===== config.mk =====
export PLATFORM = sky130hd
export DESIGN_NAME = bias_load_ctrl_flat
export DESIGN_NICKNAME = d
export VERILOG_FILES = /design/src/rtl/bias_load_ctrl_pkg.sv /design/src/rtl/bias_load_ctrl_if.sv /design/src/rtl/bias_load_ctrl.sv /design/src/flat_wrapper.sv
export SDC_FILE = /design/constraint.sdc
export NUM_CORES = 1
export LEC_CHECK = 0
export ABC_AREA = 1
export BUFFER_PORTS_ARGS = -buffer_cell sky130_fd_sc_hd__buf_2
export CAP_MARGIN = 20
export CELL_PAD_IN_SITES_DETAIL_PLACEMENT = 2
export CELL_PAD_IN_SITES_GLOBAL_PLACEMENT = 2
export CORE_ASPECT_RATIO = 1.75
export CORE_MARGIN = 2
export CORE_UTILIZATION = 27
export CTS_CLUSTER_SIZE = 40
export DETAILED_ROUTE_END_ITERATION = 10
export GPL_ROUTABILITY_DRIVEN = 0
export PLACE_DENSITY_LB_ADDON = 0.1
export SLEW_MARGIN = 20
export SYNTH_ARGS = -nofsm -noshare
export SYNTH_HDL_FRONTEND = slang
export SYNTH_SLANG_ARGS = --single-unit

===== constraint.sdc =====
create_clock -name clk -period 1.3 [get_ports clk]
set_input_delay 0.26 -clock clk [delete_from_list [all_inputs] [get_ports clk]]
set_output_delay 0.26 -clock clk [all_outputs]
set_load 0.02 [all_outputs]

===== src/rtl/bias_load_ctrl_pkg.sv =====
// Shared types and defaults for the bias load sequencer and its bias store.
package bias_ctrl_pkg;

    localparam int N_BIAS_DEF = 20;              // bias entries loaded per sequence
    localparam int DW_DEF     = 10;              // bias word width
    localparam int AW_DEF     = 5;               // address width, 2^AW >= N_BIAS
    localparam int LAST_IDX   = N_BIAS_DEF - 1;  // highest address ever written

    // Sequencer states; also exported on the debug port.
    typedef enum logic [2:0] {
        IDLE  = 3'd0,
        LOAD  = 3'd1,
        FLUSH = 3'd2,
        READ  = 3'd3,
        DONE  = 3'd4
    } state_t;

endpackage


===== src/rtl/bias_load_ctrl_if.sv =====
// Bias word stream into the load sequencer.
//
// Handshake: the producer raises in_valid with in_data and holds both
// stable until a rising clk edge where in_valid && in_ready is true; that
// edge transfers exactly one word. in_ready may be high without in_valid
// and carries no obligation. The producer may drop in_valid at any time.
interface bias_load_ctrl_if
    import bias_ctrl_pkg::*;
#(
    parameter int DW = DW_DEF
) ();

    logic          in_valid;
    logic [DW-1:0] in_data;
    logic          in_ready;

    modport master (output in_valid, output in_data, input in_ready);
    modport slave  (input in_valid, input in_data, output in_ready);

endinterface


===== src/rtl/bias_load_ctrl.sv =====
// Sequencer owning the bias_memory write/read port: streams N_BIAS words
// into addresses 0..N_BIAS-1, then issues one read strobe and pulses done.
// Also serves stand-alone refresh requests. Write and read strobes are
// never asserted in the same cycle: FLUSH separates the last write from READ.
module bias_load_ctrl
    import bias_ctrl_pkg::*;
#(
    parameter int N_BIAS = N_BIAS_DEF,
    parameter int DW     = DW_DEF,
    parameter int AW     = AW_DEF
) (
    input  logic            clk,
    input  logic            rst_n,
    input  logic            start,
    input  logic            rd_req,
    input  logic            abort,
    bias_load_ctrl_if.slave s_in,
    output logic [DW-1:0]   mem_datain,
    output logic [AW-1:0]   mem_addr,
    output logic            mem_wt,
    output logic            mem_rd,
    output logic            busy,
    output logic            done,
    output logic            aborted,
    output logic [AW-1:0]   wr_count,
    output state_t          dbg_state
);

    // Index of the final beat; accepting it ends the LOAD phase, so the
    // counter never advances past N_BIAS within a sequence.
    localparam logic [AW-1:0] LAST_BEAT = AW'(N_BIAS - 1);

    state_t          state_q, state_d;
    logic [DW-1:0]   datain_q, datain_d;
    logic [AW-1:0]   addr_q, addr_d;
    logic            wt_q, wt_d;
    logic            rd_q, rd_d;
    logic            busy_q, busy_d;
    logic            done_q, done_d;
    logic            aborted_q, aborted_d;
    logic [AW-1:0]   cnt_q, cnt_d;
    logic            accept;

    // A word is taken only while loading and never in an abort cycle.
    assign s_in.in_ready = (state_q == LOAD) && !abort;
    assign accept        = s_in.in_valid && s_in.in_ready;

    // Next state, write-port capture and registered status outputs.
    always_comb begin
        state_d   = state_q;
        datain_d  = datain_q;
        addr_d    = addr_q;
        wt_d      = 1'b0;
        aborted_d = 1'b0;
        cnt_d     = cnt_q;

        unique case (state_q)
            IDLE: begin
                if (start) begin
                    state_d = LOAD;
                    cnt_d   = '0;
                end else if (rd_req) begin
                    state_d = READ;
                end
            end
            LOAD: begin
                if (abort) begin
                    state_d   = IDLE;
                    aborted_d = 1'b1;
                end else if (accept) begin
                    datain_d = s_in.in_data;
                    addr_d   = cnt_q;
                    wt_d     = 1'b1;
                    cnt_d    = cnt_q + AW'(1);
                    if (cnt_q == LAST_BEAT) begin
                        state_d = FLUSH;
                    end
                end
            end
            FLUSH: begin
                if (abort) begin
                    state_d   = IDLE;
                    aborted_d = 1'b1;
                end else begin
                    state_d = READ;
                end
            end
            READ:    state_d = DONE;
            DONE:    state_d = IDLE;
            default: state_d = IDLE;
        endcase

        // Strobes and status follow the state being entered, so they are
        // registered yet line up with that state's cycle.
        rd_d   = (state_d == READ);
        done_d = (state_d == DONE);
        busy_d = (state_d != IDLE);
    end

    // Single state/output register bank with asynchronous clear.
    always_ff @(posedge clk or negedge rst_n) begin
        if (!rst_n) begin
            state_q   <= IDLE;
            datain_q  <= '0;
            addr_q    <= '0;
            wt_q      <= 1'b0;
            rd_q      <= 1'b0;
            busy_q    <= 1'b0;
            done_q    <= 1'b0;
            aborted_q <= 1'b0;
            cnt_q     <= '0;
        end else begin
            state_q   <= state_d;
            datain_q  <= datain_d;
            addr_q    <= addr_d;
            wt_q      <= wt_d;
            rd_q      <= rd_d;
            busy_q    <= busy_d;
            done_q    <= done_d;
            aborted_q <= aborted_d;
            cnt_q     <= cnt_d;
        end
    end

    assign mem_datain = datain_q;
    assign mem_addr   = addr_q;
    assign mem_wt     = wt_q;
    assign mem_rd     = rd_q;
    assign busy       = busy_q;
    assign done       = done_q;
    assign aborted    = aborted_q;
    assign wr_count   = cnt_q;
    assign dbg_state  = state_q;

endmodule


===== src/flat_wrapper.sv =====
// flat-port wrapper written by rule: the top's interface ports become plain ports
module bias_load_ctrl_flat import bias_ctrl_pkg::*;
#(
    parameter int N_BIAS = N_BIAS_DEF,
    parameter int DW     = DW_DEF,
    parameter int AW     = AW_DEF
)
  (clk, rst_n, start, rd_req, abort, mem_datain, mem_addr, mem_wt, mem_rd, busy, done, aborted, wr_count, dbg_state, s_in_in_valid, s_in_in_data, s_in_in_ready);
  bias_load_ctrl_if #(.DW(DW)) s_in_i ();
  input  logic clk;
  input  logic rst_n;
  input  logic start;
  input  logic rd_req;
  input  logic abort;
  output logic [DW-1:0] mem_datain;
  output logic [AW-1:0] mem_addr;
  output logic mem_wt;
  output logic mem_rd;
  output logic busy;
  output logic done;
  output logic aborted;
  output logic [AW-1:0] wr_count;
  output state_t dbg_state;
  input wire logic [$bits(s_in_i.in_valid)-1:0] s_in_in_valid;
  input wire logic [$bits(s_in_i.in_data)-1:0] s_in_in_data;
  output wire logic [$bits(s_in_i.in_ready)-1:0] s_in_in_ready;
  assign s_in_i.in_valid = s_in_in_valid;
  assign s_in_i.in_data = s_in_in_data;
  assign s_in_in_ready = s_in_i.in_ready;
  bias_load_ctrl #(.N_BIAS(N_BIAS), .DW(DW), .AW(AW)) u_core (.clk(clk), .rst_n(rst_n), .start(start), .rd_req(rd_req), .abort(abort), .s_in(s_in_i), .mem_datain(mem_datain), .mem_addr(mem_addr), .mem_wt(mem_wt), .mem_rd(mem_rd), .busy(busy), .done(done), .aborted(aborted), .wr_count(wr_count), .dbg_state(dbg_state));
endmodule

After elaboration in Yosys (flattened, before gate mapping)
Index checks and enable logic that the tools add are counted.

Reductions and logical operators: 9. Muxes and demuxes: 16. Eq/ne operators: 9. Add/subtract/negate cells: 1. Bitwise operators: 1.

Operator list (number): 2-to-1 mux 3 bit (5); 2-to-1 mux 5 bit (3); one-hot mux 3 bit (4 select lines) (1); one-hot mux 5 bit (2 select lines) (1); equality test 3 x 2 -> 1 bit (second input constant) (3); adder 5 x 1 -> 5 bit (second input constant) (1); equality test 5 bit (second input constant) (1); 2-to-1 mux 1 bit (5); inequality test 2 bit (second input constant) (2); AND reduction 4 bit (1); equality test 3 x 1 -> 1 bit (second input constant) (1); equality test 3 bit (second input constant) (1); logical NOT 3 bit (1); AND reduction 3 bit (1); nonzero test 3 bit (1); logical AND 1 bit (2); 2-to-1 mux 2 bit (1); inequality test 2 x 1 -> 1 bit (second input constant) (1); nonzero test 2 bit (1); OR reduction 2 bit (1); logical NOT 1 bit (1); inverter 1 bit (1).

Output and inout port bits: 29. Register bits: 28. Logic and storage cells: 45.

Longest topological paths before layout
Depth after elaboration: 7. Depth in mapped cells: 9. Gate-level depth less buffers: 9.

Worst setup path before layout
OpenSTA, ideal clock, no wires.

Path type: reg-to-reg. Start: register u_core.state_q[2], in the netlist u_core.dbg_state[2]. End: register u_core.addr_q[3], in the netlist u_core.mem_addr[3]. Slack: -0.041 ns. Library setup time: 0.118 ns. Period minus slack after synthesis: 1.341 ns. Data required time: 1.182 ns. Arrival time: 1.223 ns. Cell stages (with the launch flop): 8. Buffers on the path: 1. Path through: dfrtp_1 > nor2_4 > nand3_4 > inv_2 > nand2_4 > buf_6 > nand2_1 > o21ai_2.

Word-level cells in the longest chain between the ends: 4.

RTL lines: from (decl) (RTL line bias_load_ctrl.sv:33) `state_t state_q, state_d;`; from (signal assigned) (RTL line bias_load_ctrl.sv:113) `state_q <= state_d;`; equality test 3 x 1 -> 1 bit (RTL line bias_load_ctrl.sv:45) `assign s_in.in_ready = (state_q == LOAD) && !abort;`; logical AND 1 bit (RTL line bias_load_ctrl.sv:45); named net s_in_in_ready (RTL line flat_wrapper.sv:26) `output wire logic [$bits(s_in_i.in_ready)-1:0] s_in_in_ready;`; logical AND 1 bit (RTL line bias_load_ctrl.sv:46) `assign accept = s_in.in_valid && s_in.in_ready;`; AND reduction 3 bit (no source line); to (signal assigned) (RTL line bias_load_ctrl.sv:115) `addr_q <= addr_d;`; to (decl) (RTL line bias_load_ctrl.sv:35) `logic [AW-1:0] addr_q, addr_d;`.

The timed path passes the listed nets, and every way through them passes these cells. A chain may end at the register's enable or synchronous reset.

Final worst setup path
Start: register u_core.state_q[2], in the netlist u_core.dbg_state[2]. End: output s_in_in_ready.

Word-level cells in the longest chain between the ends: 2.

RTL lines (RTL line): equality test 3 x 1 -> 1 bit (bias_load_ctrl.sv:45); logical AND 1 bit (bias_load_ctrl.sv:45); to (decl) (flat_wrapper.sv:26).

Every way passes these cells.

==> results.txt <==
Design area: 1920 um2
Tmin final: 1.42 ns
Antenna Nets Post-Route: 0
Sequential element share of the synthesized area: 56.1%
Post-Syn Instances: 138
Via count: 1,192
Syn nets: 155
Final Cycle Share: 109%
Critical path's largest stage delay: 0.45 ns
Cell Area, Placed: 1620 um2
Worst Setup End Kind: output port
Area of the core: 4440 um2
Tot Pwr: 4.66 mW
Total Routing Usage GR: 16.8%
Setup Skew: 0.00633 ns
YS warnings: 0
Seq pwr share: 30.4%
Crit path kind: register to output port
Critical path data required time: 1.04 ns
Port Buf Inserts: 44
P_sw: 2.01 mW
CTS tree: yes
Worst setup margin: -0.120 ns
Post-synth EDFFs: 0
Die X-Extent: 55.4 um
Die area: 5210 um2
Critical-path cell with the highest stage delay: dfrtp_2
Initial antenna violation count: 0
Unrepaired setup endpoints after global routing: true
Status: complete, but fails checks
Pre-CTS WS: -0.0852 ns
Number of global-route vias before repair: 1,322
Cell Rows: 32
Layout area overhead: 53.9%
Share of cells above drive strength 1: 50.7%
Largest area contributor in the netlist: dfrtp_1
Drt first pass iters: 2
HP Class: input port to register
Ys async rst share: 100%
WL/cell: 16.8 um
Remaining global-route overflow: 0
Count of state elements after synthesis: 28
Clock root buffer: clkbuf_8
Pwr dens: 2420 nW/um2
Initial DRC count: 21
Peak Freq: 704 MHz
Final Net Count: 223
Max_cap viols: 0
Share of total power in combinational logic: 54.6%
Arr. time, crit path: 1.16 ns
Worst-path clk slew: 0.10 ns
CTS sink count: 28
Top-area cell type share of the netlist area: 56.1%
# DRC: 0
Failing checks: setup timing
Switching share of power: 43.2%
Synth Cell Area: 1250 um2
Pins Over Slew Limit: 0
CP Max Fanout: 2
Final hold violation count: 0
Synth cell types: 21
Vias per cell: 4.66
Largest cells by area after synthesis: dfrtp_1, nand2_1, inv_1
Internal power: 2.65 mW
First-pass GRT wire length: 6730 um
Clock share of power: 15.0%
Setup TNS: -0.448 ns
Hold slack: 0.178 ns
Initial Util: 28.1%
Final HPWL DP: 2900 um
Worst VDD drop: 0.00105 V
Clock Latency Late Sink: 0.28 ns
H-Tree Depth: 1
Final wirelength: 4300 um
CP startpoint kind: register
Io pins: 45
Pin count of the biggest net entering global routing: 29
Slew @ Worst Pin: 0.333 ns
CTS Buf Count: 3
Synth Flop Type: dfrtp_1
Syn Area/Cell: 9.06 um2
Worst-path cell chain: nor2_4, nand3_4, inv_4, buf_6
Ant. Diodes: 0
Die Span Y: 94.0 um
CTS Buffer Depth: 2
Slew headroom: 77.8%
Setup violators final: 15
Leak Pwr: 1.05 nW
[cell usage in the layout (no fill, tap or decap), types with 2 or more instances in the layout]
cell      count
nand2_1      50
buf_2        39
dfrtp_1      22
buf_4        14
buf_6        10
inv_1         9
nand3_1       8
dfrtp_2       6
nor2_4        5
inv_2         4
inv_4         3
nand2_4       3
o21ai_2       3
clkbuf_8      3
nor2_2        2
nand3_4       2
nand4_1       2
nand2_2       2
nor3_1        2
o21ai_1       2
xor2_1        2
nor2_1        2
buf_12        2
[state kept, by name, indices dropped and copies added, names as in the netlist]
name and cells:
u_core.done 1, u_core.mem_wt 1, u_core.dbg_state 3, u_core.mem_rd 1, u_core.mem_addr 5, u_core.busy 1, u_core.mem_datain 10, u_core.aborted 1
u_core.wr_count 5
[logic make-up after synthesis]
group / count (synthesis) / synth area share [%]
adders and majority gates: 1 / 1.00
AOI/OAI and AO/OA: 8 / 4.40
and+or+nand+nor: 80 / 29.6
xor gates and xnor gates: 2 / 1.40
buffers and inverters: 19 / 7.51
DFF: 28 / 56.1
[timing repair]
action	CTS	global route
buffers inserted	6	2
endpoints found under the setup margin	11	29
gates cloned	0	1
endpoints found under the hold margin	28	0
resized for setup	16	32
hold buffers	1	0
pin swaps	7	8
[metrics by stage]
stage	cells	util [%]
2_1_floorplan	138	-
3_3_place_gp	242	36.4
3_5_place_dp	242	36.4
4_1_cts	253	40.3
5_1_grt	256	43.3
6_report	256	43.3
[path summary, 6_finish.rpt]
kind / from / end / slack [ns] / cells past startpoint
setup / recovery: u_core.dbg_state[2] / s_in_in_ready / -0.12 / 4
hold reg to reg: u_core.mem_addr[4] / u_core.mem_addr[4] / 0.48 / 2
hold / removal: s_in_in_data[7] / u_core.mem_datain[7] / 0.18 / 3
max in group asynchronous: rst_n / u_core.dbg_state[1] / 0.67 / 3
setup reg to reg: u_core.dbg_state[2] / u_core.wr_count[1] / -0.05 / 7
min in group asynchronous: rst_n / u_core.mem_datain[7] / 0.45 / 3
[synth_stat cells, drive strengths merged (2+ instances only)]
library cell,count
nor3,2
xor2,2
buf,3
o21ai,5
inv,16
nor2,9
dfrtp,28
nand3,10
nand2,56
nand4,2
[layout make-up]
type	count	area (um2)
fill	486	2520
clock inverter	1	30.0
timing repair buffer	66	463
multi-input combinational	91	549
tap	51	63.8
sequential	28	708
inverter	16	67.6
clock buffer	3	41.3
[critical path, delay by kind of cell (launching register included)]
family	cells	cell delay, ns
simple gates	2	0.24
buf+inv	2	0.19
flops	1	0.45
[power groups by stage]
stage	Clock [mW]	Combinational, mW	Sequential (mW)
finish	0.700	2.54	1.42
global route	0.755	2.75	1.46
CTS	0.712	2.21	1.40
detailed placement	0	1.92	1.43
global placement	0	1.84	1.40
floorplan	0	0.723	1.81
[metal layers]
| metal | share of wire [%] | up-vias | track usage, % |
|---|---|---|---|
| met5 | 0 | - | 0 |
| met1 | 33 | 601 | 16.8 |
| met3 | 2.9 | 6 | 2.07 |
| met2 | 62 | 28 | 33.7 |
| met4 | 1.8 | 0 | 7.32 |
| li1 | - | 557 | - |
(Power assumes the default switching activity.)
